--- src/rtl/dynode_pkg.sv ---
// Shared widths and event-word layout for the dynode event path.
// The event word is packed MSB first as {pulookup, dyn_enecor, dyn_evntim}.
package dynode_pkg;

  localparam int DYN_ENE_W  = 12;
  localparam int DYN_TIM_W  = 24;
  localparam int DYN_PUL_W  = 8;
  localparam int DYN_EVW    = DYN_PUL_W + DYN_ENE_W + DYN_TIM_W;

  localparam int DYN_TIM_LSB = 0;
  localparam int DYN_ENE_LSB = DYN_TIM_LSB + DYN_TIM_W;
  localparam int DYN_PUL_LSB = DYN_ENE_LSB + DYN_ENE_W;

  localparam int DYN_CNT_W  = 7;
  localparam int DYN_DROP_W = 16;

  function automatic logic [DYN_EVW-1:0] dyn_pack_event(
    input logic [DYN_PUL_W-1:0] pul,
    input logic [DYN_ENE_W-1:0] ene,
    input logic [DYN_TIM_W-1:0] tim
  );
    logic [DYN_EVW-1:0] word;
    word = '0;
    word[DYN_PUL_LSB +: DYN_PUL_W] = pul;
    word[DYN_ENE_LSB +: DYN_ENE_W] = ene;
    word[DYN_TIM_LSB +: DYN_TIM_W] = tim;
    return word;
  endfunction

endpackage

--- src/rtl/dynode_evbuf_ram.sv ---
// Simple dual-port event buffer with one write port and a registered read port.
// The read register is cleared by reset so the FIFO output starts at zero.
module dynode_evbuf_ram
  import dynode_pkg::*;
#(
  parameter int DEPTH = 16,
  parameter int WIDTH = DYN_EVW,
  localparam int AW   = $clog2(DEPTH)
) (
  input  logic             clk,
  input  logic             reset,
  input  logic             wr_en,
  input  logic [AW-1:0]    wr_addr,
  input  logic [WIDTH-1:0] wr_data,
  input  logic             rd_en,
  input  logic [AW-1:0]    rd_addr,
  output logic [WIDTH-1:0] rd_data
);

  logic [WIDTH-1:0] mem [DEPTH];

  always_ff @(posedge clk) begin
    if (wr_en) begin
      mem[wr_addr] <= wr_data;
    end
  end

  // Output holds its last value until the next accepted read.
  always_ff @(posedge clk) begin
    if (reset) begin
      rd_data <= '0;
    end else if (rd_en) begin
      rd_data <= mem[rd_addr];
    end
  end

endmodule

--- src/rtl/dynode_event_fifo.sv ---
// Event FIFO between the pileup-correction stage and readout, with drop counting.
// Define DYN_ENEWIN_EN to compile in the inclusive energy-window filter.
module dynode_event_fifo
  import dynode_pkg::*;
#(
  parameter int DEPTH = 16
) (
  input  logic                  clk,
  input  logic                  reset,
  input  logic [DYN_ENE_W-1:0]  dyn_enecor,
  input  logic [DYN_TIM_W-1:0]  dyn_evntim,
  input  logic [DYN_PUL_W-1:0]  pulookup,
  input  logic                  enecor_load,
  input  logic [DYN_ENE_W-1:0]  enewin_lo,
  input  logic [DYN_ENE_W-1:0]  enewin_hi,
  input  logic                  fifo_clr,
  input  logic                  rd_en,
  output logic [DYN_EVW-1:0]    ev_dout,
  output logic                  ev_valid,
  output logic                  ev_empty,
  output logic                  ev_full,
  output logic [DYN_CNT_W-1:0]  ev_count,
  output logic [DYN_DROP_W-1:0] drop_cnt
);

  localparam int AW = $clog2(DEPTH);
  localparam logic [DYN_CNT_W-1:0] FULL_CNT = DYN_CNT_W'(DEPTH);

  logic [AW-1:0]         wr_ptr;
  logic [AW-1:0]         rd_ptr;
  logic [DYN_CNT_W-1:0]  count_q;
  logic [DYN_DROP_W-1:0] drop_q;
  logic                  valid_q;
  logic                  accept;
  logic                  wr_do;
  logic                  rd_do;
  logic                  drop_do;
  logic [DYN_EVW-1:0]    wr_word;

`ifdef DYN_ENEWIN_EN
  // An inverted window (lo > hi) rejects everything.
  assign accept = (enewin_lo <= enewin_hi) &&
                  (dyn_enecor >= enewin_lo) &&
                  (dyn_enecor <= enewin_hi);
`else
  logic unused_win;
  assign unused_win = ^{enewin_lo, enewin_hi};
  assign accept     = 1'b1;
`endif

  assign ev_empty = (count_q == '0);
  assign ev_full  = (count_q == FULL_CNT);
  assign ev_count = count_q;
  assign drop_cnt = drop_q;
  assign ev_valid = valid_q;
  assign wr_word  = dyn_pack_event(pulookup, dyn_enecor, dyn_evntim);

  // A full FIFO drops the event even if a read frees a slot on the same edge.
  always_comb begin
    wr_do   = 1'b0;
    rd_do   = 1'b0;
    drop_do = 1'b0;
    if (!reset && !fifo_clr) begin
      wr_do   = enecor_load && accept && !ev_full;
      drop_do = enecor_load && accept && ev_full;
      rd_do   = rd_en && !ev_empty;
    end
  end

  always_ff @(posedge clk) begin
    if (reset || fifo_clr) begin
      wr_ptr  <= '0;
      rd_ptr  <= '0;
      count_q <= '0;
      drop_q  <= '0;
      valid_q <= 1'b0;
    end else begin
      valid_q <= rd_do;
      if (wr_do) begin
        wr_ptr <= wr_ptr + 1'b1;
      end
      if (rd_do) begin
        rd_ptr <= rd_ptr + 1'b1;
      end
      case ({wr_do, rd_do})
        2'b10:   count_q <= count_q + 1'b1;
        2'b01:   count_q <= count_q - 1'b1;
        default: count_q <= count_q;
      endcase
      if (drop_do && (drop_q != '1)) begin
        drop_q <= drop_q + 1'b1;
      end
    end
  end

  dynode_evbuf_ram #(
    .DEPTH (DEPTH),
    .WIDTH (DYN_EVW)
  ) u_ram (
    .clk     (clk),
    .reset   (reset),
    .wr_en   (wr_do),
    .wr_addr (wr_ptr),
    .wr_data (wr_word),
    .rd_en   (rd_do),
    .rd_addr (rd_ptr),
    .rd_data (ev_dout)
  );

endmodule

--- config.mk ---
export PLATFORM = sky130hd
export DESIGN_NAME = dynode_event_fifo
export DESIGN_NICKNAME = d
export VERILOG_FILES = /design/src/rtl/dynode_pkg.sv /design/src/rtl/dynode_evbuf_ram.sv /design/src/rtl/dynode_event_fifo.sv
export SDC_FILE = /design/constraint.sdc
export NUM_CORES = 1
export LEC_CHECK = 0
export CAP_MARGIN = 10
export CORE_UTILIZATION = 40
export CTS_CLUSTER_SIZE = 20
export DETAILED_ROUTE_END_ITERATION = 10
export GPL_ROUTABILITY_DRIVEN = 0
export PLACE_DENSITY = 0.68
export SYNTH_ARGS = -nofsm -noshare
export SYNTH_HDL_FRONTEND = slang
export SYNTH_HIERARCHICAL = 1
export SYNTH_SLANG_ARGS = --single-unit
export TNS_END_PERCENT = 50
--- constraint.sdc ---
create_clock -name clk -period 5.2 [get_ports clk]
set_clock_uncertainty 0.15 [all_clocks]
set_input_delay 0.52 -clock clk [delete_from_list [all_inputs] [get_ports clk]]
set_output_delay 0.52 -clock clk [all_outputs]
set_load 0.005 [all_outputs]
==> results of run 1 <==
==> sequential cells by signal, indices dropped and copies added (netlist names) <==
| signal | cells |
|---|---|
| drop_cnt | 16 |
| ev_valid | 1 |
| ev_count | 7 |
| wr_ptr | 4 |
| u_ram/rd_data | 44 |
| u_ram/mem | 704 |
| rd_ptr | 4 |
==> per-stage QoR <==
| stage | power, uW | std cells | worst slack [ns] | TNS (ns) | utilization [%] |
|---|---|---|---|---|---|
| 6_report | 12500 | 3039 | 1.40 | 0 | 47.2 |
| 5_1_grt | 12900 | 3039 | 1.27 | 0 | 47.2 |
| 4_1_cts | 12600 | 3039 | 1.47 | 0 | 47.2 |
| 3_5_place_dp | 7160 | 2891 | 0.844 | 0 | 43.8 |
| 3_3_place_gp | 7150 | 2891 | 0.958 | 0 | 43.8 |
| 2_1_floorplan | 7020 | 1862 | -0.00668 | -0.380 | - |
==> synthesized netlist by cell type, types with 2 or more instances <==
library cell  number  share of area, %
inv_1              6             0.074
xnor2_1           12              0.34
o21ai_0            6             0.098
nor2_1            44              0.54
and4_1             3             0.086
xor2_1             6              0.17
nor2_2             2             0.041
nor2b_1            4             0.082
nand4_1            5              0.10
a21oi_2           40               1.1
or2_2              2             0.041
ha_1               9              0.37
nand3_1          138               2.3
nor3b_2            2             0.082
buf_2             13              0.21
a21boi_1           2             0.049
nand2b_1           3             0.062
nand3b_1           3             0.074
dfxtp_1           76               5.0
buf_4             20              0.49
buf_8              3              0.15
and3_1             2             0.041
nand2_1          154               1.9
nor3_1            11              0.18
clkbuf_1          33              0.41
edfxtp_1         704                69
and2_1             5              0.10
a31oi_1            2             0.041
a22oi_1           88               2.2
buf_6             26              0.96
nor4_2             3              0.12
or3b_1             2             0.057
a21oi_1           57              0.93
mux2i_1          355                12
==> final cells by class <==
type / instances / share of cell area [%]
sequential: 780 / 64.1
inverter: 6 / 0.0637
timing repair buffer: 156 / 4.50
multi-input combinational: 980 / 20.7
clock inverter: 31 / 0.669
tap: 969 / 3.43
clock buffer: 117 / 6.53
==> routing by layer <==
| metal | vias to the layer above | share of wire (%) | wire (um) |
|---|---|---|---|
| met2 | 465 | 48 | 31500 |
| li1 | 7478 | - | - |
| met1 | 8282 | 44 | 29000 |
| met5 | - | 0.068 | 45 |
| met3 | 87 | 6.5 | 4270 |
| met4 | 6 | 2.0 | 1320 |
==> worst register-to-register path: cells and delay by family, from the launching register on <==
family | cells | cell delay [ns]
buf+inv | 1 | 0.13
simple gates | 4 | 0.68
compound gates | 3 | 0.96
mux | 1 | 0.37
fa+ha+maj | 2 | 0.79
flops | 1 | 0.46
==> cell families after synthesis <==
group / Yosys count / synth area share, %
flip-flops: 780 / 74.3
AND/OR/NAND/NOR: 393 / 6.14
multiplexers: 356 / 11.7
AO/OA/AOI/OAI: 203 / 4.65
buffers and inverters: 102 / 2.30
XOR/XNOR: 18 / 0.517
adder cells (fa/ha/maj): 10 / 0.435
==> cell usage in the layout (no fill, tap or decap), drive strengths merged, types with 23 or more instances in the layout <==
master	instances
edfxtp	704
mux2i	355
nand2	154
nand3	139
clkdlybuf4s50	118
clkbuf	117
a21oi	97
a22oi	88
dfxtp	76
nor2	46
buf	38
clkinv	23
==> path summary, 6_finish.rpt <==
kind                                     to  slack, ns  depth (start not counted)
max              u_ram/mem[5][18]$_DFFE_PP_       1.40                          6
min          u_ram/rd_data[25]$_SDFFE_PP0P_       0.30                          2
max reg2reg        ev_count[6]$_SDFFE_PN0P_       1.59                         11
min reg2reg  u_ram/rd_data[25]$_SDFFE_PP0P_       0.30                          2
==> power by group <==
part | internal [uW] | switching (uW) | leakage, uW
clock network | 3230 | 2270 | 0.00124
registers | 6840 | 6.85 | 0.00695
logic | 51.7 | 126 | 0.00259
==> impl_metrics.toml, run 1 <==
[status]
status = "complete, no violations"

[floorplan]
ios = 143
core.rowCount = 100
die-area_um2 = 77400
initial_core_util_pct = 40.7
die_h_um = 278
core_area_um2 = 74900
die_w_um = 278

[sta]
period_needed_ns = 3.80
final-max-slew-violation-count = 0
tightest_slew_ns = 0.969
hold_slack_ns = 0.302
setup_viol = 0
max_freq_mhz = 263
rsz0062_at_grt = "no"
slew_headroom_pct = 35.3
period_share_pct = 73.1
final-hold-violation-count = 0

[setup_path]
critPathKind = "input pin to register"
cp_cell_sequence = "clkdlybuf4s50_1, nor3b_1, a21boi_1, nand3b_1, nor2_4, buf_4"
crit_start = "reset"
cp_data_arrival_time_ns = 3.95
crit_buf_inv = 2
cp_max_fo = 19
cpPeakStageDelay_ns = 0.88
cpMaxStageDelayCell = "nor2_4"
cp-start-kind = "input pin"
end_kind = "register"
cp_top_family = "simple AND/OR/NAND/NOR gates"
reg2reg_from = "ev_count[0]$_SDFFE_PN0P_"
worst_ep_required_time_ns = 5.35

[finish]
final_layout_size_suffix_gt1_share_pct = 11.0
postLayoutCellArea_um2 = 35300
fin_nets = 2087
seqCellArea_um2 = 22700
multi_input_area_um2 = 7300
antenna_cells = 0
fill_cells = 6213
area_growth_pct = 15.8

[placed_design]
io_buffers = 118
dpl-instance-area_um2 = 32800
dpl.hpwl_um = 35600

[grt]
grt_util_met2_pct = 28.0
grt_pass1_vias = 16600
grt_usage_pct = 17.0
grt_use_met3_pct = 3.56
grt_max_degree = 88
antenna_found_initial = 3
grt_pass1_wl_um = 99900
grt-busiest-layer = "met2"
grtUsageMet1_pct = 22.7
gr-total-overflow = 0

[power_and_ir_drop]
p_per_area_nw_per_um2 = 354
ir_drop_mv = 0.270
p_leak_uw = 0.0108

[yosys]
synth.net_count = 1945
syn_area_um2 = 30500
ys_seq_area_share_pct = 74.3
syn_avg_cell_area_um2 = 16.4
yosysWarnings = 6
synth_edf_count = 704
synthDistinctLibCells = 55
synth-seq-cells = 780
async_flop_share_pct = 0
netlist_instances = 1862
ys.flop_type = "edfxtp_1"

[routing]
viasPerCell = 5.37
vias = 16300
drt_iter0_drc = 1085
firstDrtPassIters = 5
antenna_left = 0
drc = 0
wl_per_cell_um = 21.8
drt-total-wl_um = 66100

[cts]
cts_tree = "done"
cts.clk_slew.worst_paths_ns = 0.05
h-tree-depth = 3
cts_sinks = 780
cts_root_buf = "clkbuf_16"
cts_resized = 0
insertion_delay_ns = 0.61
cts_hold_buf = 0
cts_buffer_depth = 3
cts_buffers = 80
post_cts_buffers = 0

[job]
maxCapViolations = 0

[hold_path]
hold_class = "register to register"
hp-start = "u_ram/rd_data[25]$_SDFFE_PP0P_"
No activity file was read; power rests on OpenSTA's default activity.
==> run 2, diff against run 1 <==
- clock period: 5.2 -> 3.4 ns (I/O delays scaled with it)
==> impl_metrics.toml, run 2 (same netlist as run 1, synthesis figures left out) <==
[finish]
post-route-util_pct = 48.3
max_flop_register = "u_ram/mem"
postLayoutCellArea_um2 = 36200
mostFrequentLayoutCells = "edfxtp_1, mux2i_1, nand2_1"
largest_reg_flops = 704
final_layout_size_suffix_gt1_share_pct = 13.3
layout.cells.non_filler = 3079
fin_nets = 2122
area_growth_pct = 18.7
fill_cells = 6109
layout_commonest_cell = "edfxtp_1"

[sta]
period_needed_ns = 3.16
max_freq_mhz = 316
final-max-slew-violation-count = 0
setup_viol = 0
tightest_slew_ns = 0.735
setup_slack_ns = 0.240
rsz0062_at_grt = "no"
final-hold-violation-count = 0
period_share_pct = 92.9
slew_headroom_pct = 51.0

[placed_design]
dp_cells = 2924
dpl-instance-area_um2 = 33300
dpl.hpwl_um = 36600
io_buffers = 118
pre_cts_ws_ns = -0.00153

[routing]
drt-total-wl_um = 68300
wl_per_cell_um = 22.2
drt_iter0_drc = 1225
viasPerCell = 5.35
drc = 0
firstDrtPassIters = 5
antenna_left = 0
vias = 16500

[setup_path]
reg2reg_from = "ev_count[6]$_SDFFE_PN0P_"
cp_num_cells = 11
regToRegSetupSlack_ns = 0.24
cp_cell_sequence = "nor4_4, a21boi_1, inv_1, ha_1, inv_1, fa_1, nand2b_1, a21oi_1, mux2_2, a211o_1, nand2_1"
timing.rr.end = "ev_count[6]$_SDFFE_PN0P_"
cp_top_family = "adder cells"
crit_path_end = "ev_count[6]$_SDFFE_PN0P_"
cp_max_fo = 8
crit_top_cell = "inv_1"
cpPeakStageDelay_ns = 0.44
critPathKind = "register to register"
worst_ep_required_time_ns = 3.81
crit_start = "ev_count[6]$_SDFFE_PN0P_"
crit_buf_inv = 2
reg2reg_depth = 11
end_kind = "register"
cp-start-kind = "register"
cp_data_arrival_time_ns = 3.57
cpMaxStageDelayCell = "nor4_4"

[cts]
h-tree-depth = 3
post_cts_buffers = 0
cts_hold_buf = 0
cts_resized = 0
cts_buffer_depth = 3
cts_sinks = 780
cts_root_buf = "clkbuf_16"
cts.clk_slew.worst_paths_ns = 0.05
insertion_delay_ns = 0.62
cts_buffers = 82
cts_tree = "done"

[floorplan]
initial_core_util_pct = 40.7
core_area_um2 = 74900
die_h_um = 278
die-area_um2 = 77400
core.rowCount = 100
die_w_um = 278
ios = 143

[grt]
grt_pass1_vias = 16900
grt_max_degree = 89
grt_pass1_wl_um = 102000
grt_usage_pct = 17.6
antenna_found_initial = 4
gr-total-overflow = 0

[power_and_ir_drop]
p_per_area_nw_per_um2 = 552
p_leak_uw = 0.0112
ir_drop_mv = 0.372

[hold_path]
hold_class = "register to register"

[job]
maxCapViolations = 0

[status]
status = "complete, no violations"
run 2: routing by layer:
layer	vias to the layer above	track usage (%)	routed length [um]
met5	-	0	36
met4	6	5.34	1680
met3	121	3.48	4010
met2	447	30.4	34400
met1	8340	22.3	28100
li1	7554	-	-
run 2: layout make-up:
type | instances | area, um^2 | area share [%]
Clock buffer | 109 | 2310 | 6.37
Timing Repair Buffer | 189 | 2130 | 5.87
Inverter | 6 | 22.5 | 0.0622
Antenna cell | 1 | 2.50 | 0.00691
Tap cell | 969 | 1210 | 3.35
Clock inverter | 45 | 554 | 1.53
Sequential cell | 780 | 22700 | 62.6
Multi-Input combinational cell | 980 | 7320 | 20.2
run 2: stage by stage:
step	power (uW)	hold slack, ns	TNS (ns)
6_report	20000	0.307	0
5_1_grt	20600	0.333	0
4_1_cts	20200	0.315	0
3_5_place_dp	11000	0.298	-0.00153
3_3_place_gp	10900	0.289	0
2_1_floorplan	10700	0.289	-285.47
run 2: how the worst min path moves through the flow:
stage | slack (ns) | startpoint | depth (start not counted) | to
finish | 0.31 | u_ram/rd_data[25]$_SDFFE_PP0P_ | 2 | u_ram/rd_data[25]$_SDFFE_PP0P_
global route | 0.33 | u_ram/rd_data[36]$_SDFFE_PP0P_ | 2 | u_ram/rd_data[36]$_SDFFE_PP0P_
CTS | 0.32 | u_ram/rd_data[36]$_SDFFE_PP0P_ | 2 | u_ram/rd_data[36]$_SDFFE_PP0P_
detailed placement | 0.30 | u_ram/rd_data[11]$_SDFFE_PP0P_ | 2 | u_ram/rd_data[11]$_SDFFE_PP0P_
global placement | 0.29 | u_ram/rd_data[2]$_SDFFE_PP0P_ | 2 | u_ram/rd_data[2]$_SDFFE_PP0P_
floorplan | 0.29 | dyn_evntim[0] | 0 | u_ram/mem[0][0]$_DFFE_PP_
run 2: tightest hold or removal path: stages (launching register included):
cell	delay, ns
dfxtp_1	0.32
nand2_1	0.05
nand3_1	0.05
run 2: report_power, final:
group	total [uW]	switching (uW)	internal [uW]
clock network	9240	3600	5640
logic	278	191	87.1
registers	10500	11.6	10500
==> run 3, diff against run 2 <==
- PLACE_DENSITY: 0.68 -> 0.66
- clock period: 3.4 -> 3.28 ns (I/O delays scaled with it)
==> impl_metrics.toml, run 3 (same netlist as run 1, synthesis figures left out) <==
[grt]
grt_usage_pct = 17.6
grt_max_degree = 89
grt_pass1_wl_um = 103000
antenna_found_initial = 7
gr-total-overflow = 0
grt_pass1_vias = 16700

[sta]
setup_slack_ns = 0.237
final-hold-violation-count = 0
period_needed_ns = 3.04
max_freq_mhz = 329
slew_headroom_pct = 50.3
final-max-slew-violation-count = 0
rsz0062_at_grt = "no"
setup_viol = 0
final.setup.tns_ns = 0
period_share_pct = 92.8
tightest_slew_ns = 0.745

[finish]
area_growth_pct = 18.0
layout_commonest_cell = "edfxtp_1"
mostFrequentLayoutCells = "edfxtp_1, mux2i_1, nand2_1"
fin_nets = 2120
fill_cells = 6154
max_flop_register = "u_ram/mem"
multi_input_area_um2 = 7320
largest_reg_flops = 704
final_layout_size_suffix_gt1_share_pct = 13.0
seqCellArea_um2 = 22700

[floorplan]
core.rowCount = 100
ios = 143
die_h_um = 278
die_w_um = 278
die-area_um2 = 77400
initial_core_util_pct = 40.7
core_area_um2 = 74900

[setup_path]
cp-start-kind = "register"
worst_ep_required_time_ns = 3.70
critPathKind = "register to register"
end_kind = "register"
cp_max_fo = 8
cp_data_arrival_time_ns = 3.46

[cts]
cts_tree = "done"
cts_buffers = 81
cts_resized = 0
cts_buffer_depth = 3
cts.clk_slew.worst_paths_ns = 0.06
h-tree-depth = 3
cts_hold_buf = 0
cts_sinks = 780
post_cts_buffers = 0
cts_root_buf = "clkbuf_16"
insertion_delay_ns = 0.63

[routing]
viasPerCell = 5.36
drc = 0
firstDrtPassIters = 5
vias = 16500
drt_iter0_drc = 1166
wl_per_cell_um = 22.3
antenna_left = 0
drt-total-wl_um = 68500

[placed_design]
dpl.hpwl_um = 36700
pre_cts_ws_ns = -0.112
io_buffers = 118

[power_and_ir_drop]
ir_drop_mv = 0.366
p_sw_share_pct = 19.3
p_leak_uw = 0.0111
cell_internal_pwr_uw = 16400
p_per_area_nw_per_um2 = 566
pwr-share-comb_pct = 1.4
switchingPower_uw = 3930
clock_power_share_pct = 45.3
power_uw = 20400
p_seq_share_pct = 53.3

[hold_path]
hold_class = "register to register"

[job]
maxCapViolations = 0

[status]
status = "complete, no violations"
## run 3: layout make-up
class	count	area share, %
flip-flops and latches	780	62.9
multi-input cells	980	20.3
clock buffers	115	6.32
repair buffers	188	5.75
well taps	969	3.37
clock inverters	36	1.22
inverters	6	0.0625
diodes	2	0.0139
## run 3: path summary, 6_finish.rpt
path,start,depth (start not counted),endpoint,slack (ns)
worst max-delay path,ev_count[3]$_SDFFE_PN0P_,11,ev_count[6]$_SDFFE_PN0P_,0.24
worst min-delay path,u_ram/rd_data[37]$_SDFFE_PP0P_,2,u_ram/rd_data[37]$_SDFFE_PP0P_,0.31
worst max register to register,ev_count[3]$_SDFFE_PN0P_,11,ev_count[6]$_SDFFE_PN0P_,0.24
worst min register to register,u_ram/rd_data[37]$_SDFFE_PP0P_,2,u_ram/rd_data[37]$_SDFFE_PP0P_,0.31
## run 3: layer usage
metal | GRT usage, % | wire length [um] | vias up
li1 | - | - | 7554
met1 | 23.4 | 29700 | 8370
met2 | 29.2 | 33200 | 441
met3 | 3.53 | 4060 | 110
met4 | 5.26 | 1390 | 12
met5 | 0 | 70 | -
## run 3: power by group through the flow
stage          sequential, uW  combinational, uW  clock [uW]
2_1_floorplan           11100               67.5           0
6_report                10900                295        9220
3_5_place_dp            11100                299           0
4_1_cts                 10900                300        9410
5_1_grt                 10900                325        9790
3_3_place_gp            11100                285           0
## run 3: critical path, cell delays in order (launching register included)
cell      delay (ns)
dfxtp_1         0.43
nor3_1          0.11
a21boi_1        0.18
and2_1          0.19
ha_2            0.28
inv_1           0.10
fa_1            0.41
nand2b_1        0.18
a21oi_1         0.25
mux2_2          0.38
a211o_1         0.25
nand2_1         0.07
## run 3: through the flow
| step | std cells | hold slack (ns) | area (um^2) | util [%] |
|---|---|---|---|---|
| finish | 3076 | 0.308 | 36000 | 48.1 |
| global route | 3075 | 0.331 | 36000 | 48.0 |
| CTS | 3074 | 0.281 | 36000 | 48.0 |
| detailed placement | 2923 | 0.299 | 33300 | 44.4 |
| global placement | 2923 | 0.295 | 33300 | 44.4 |
| floorplan | 1862 | 0.277 | 30600 | - |
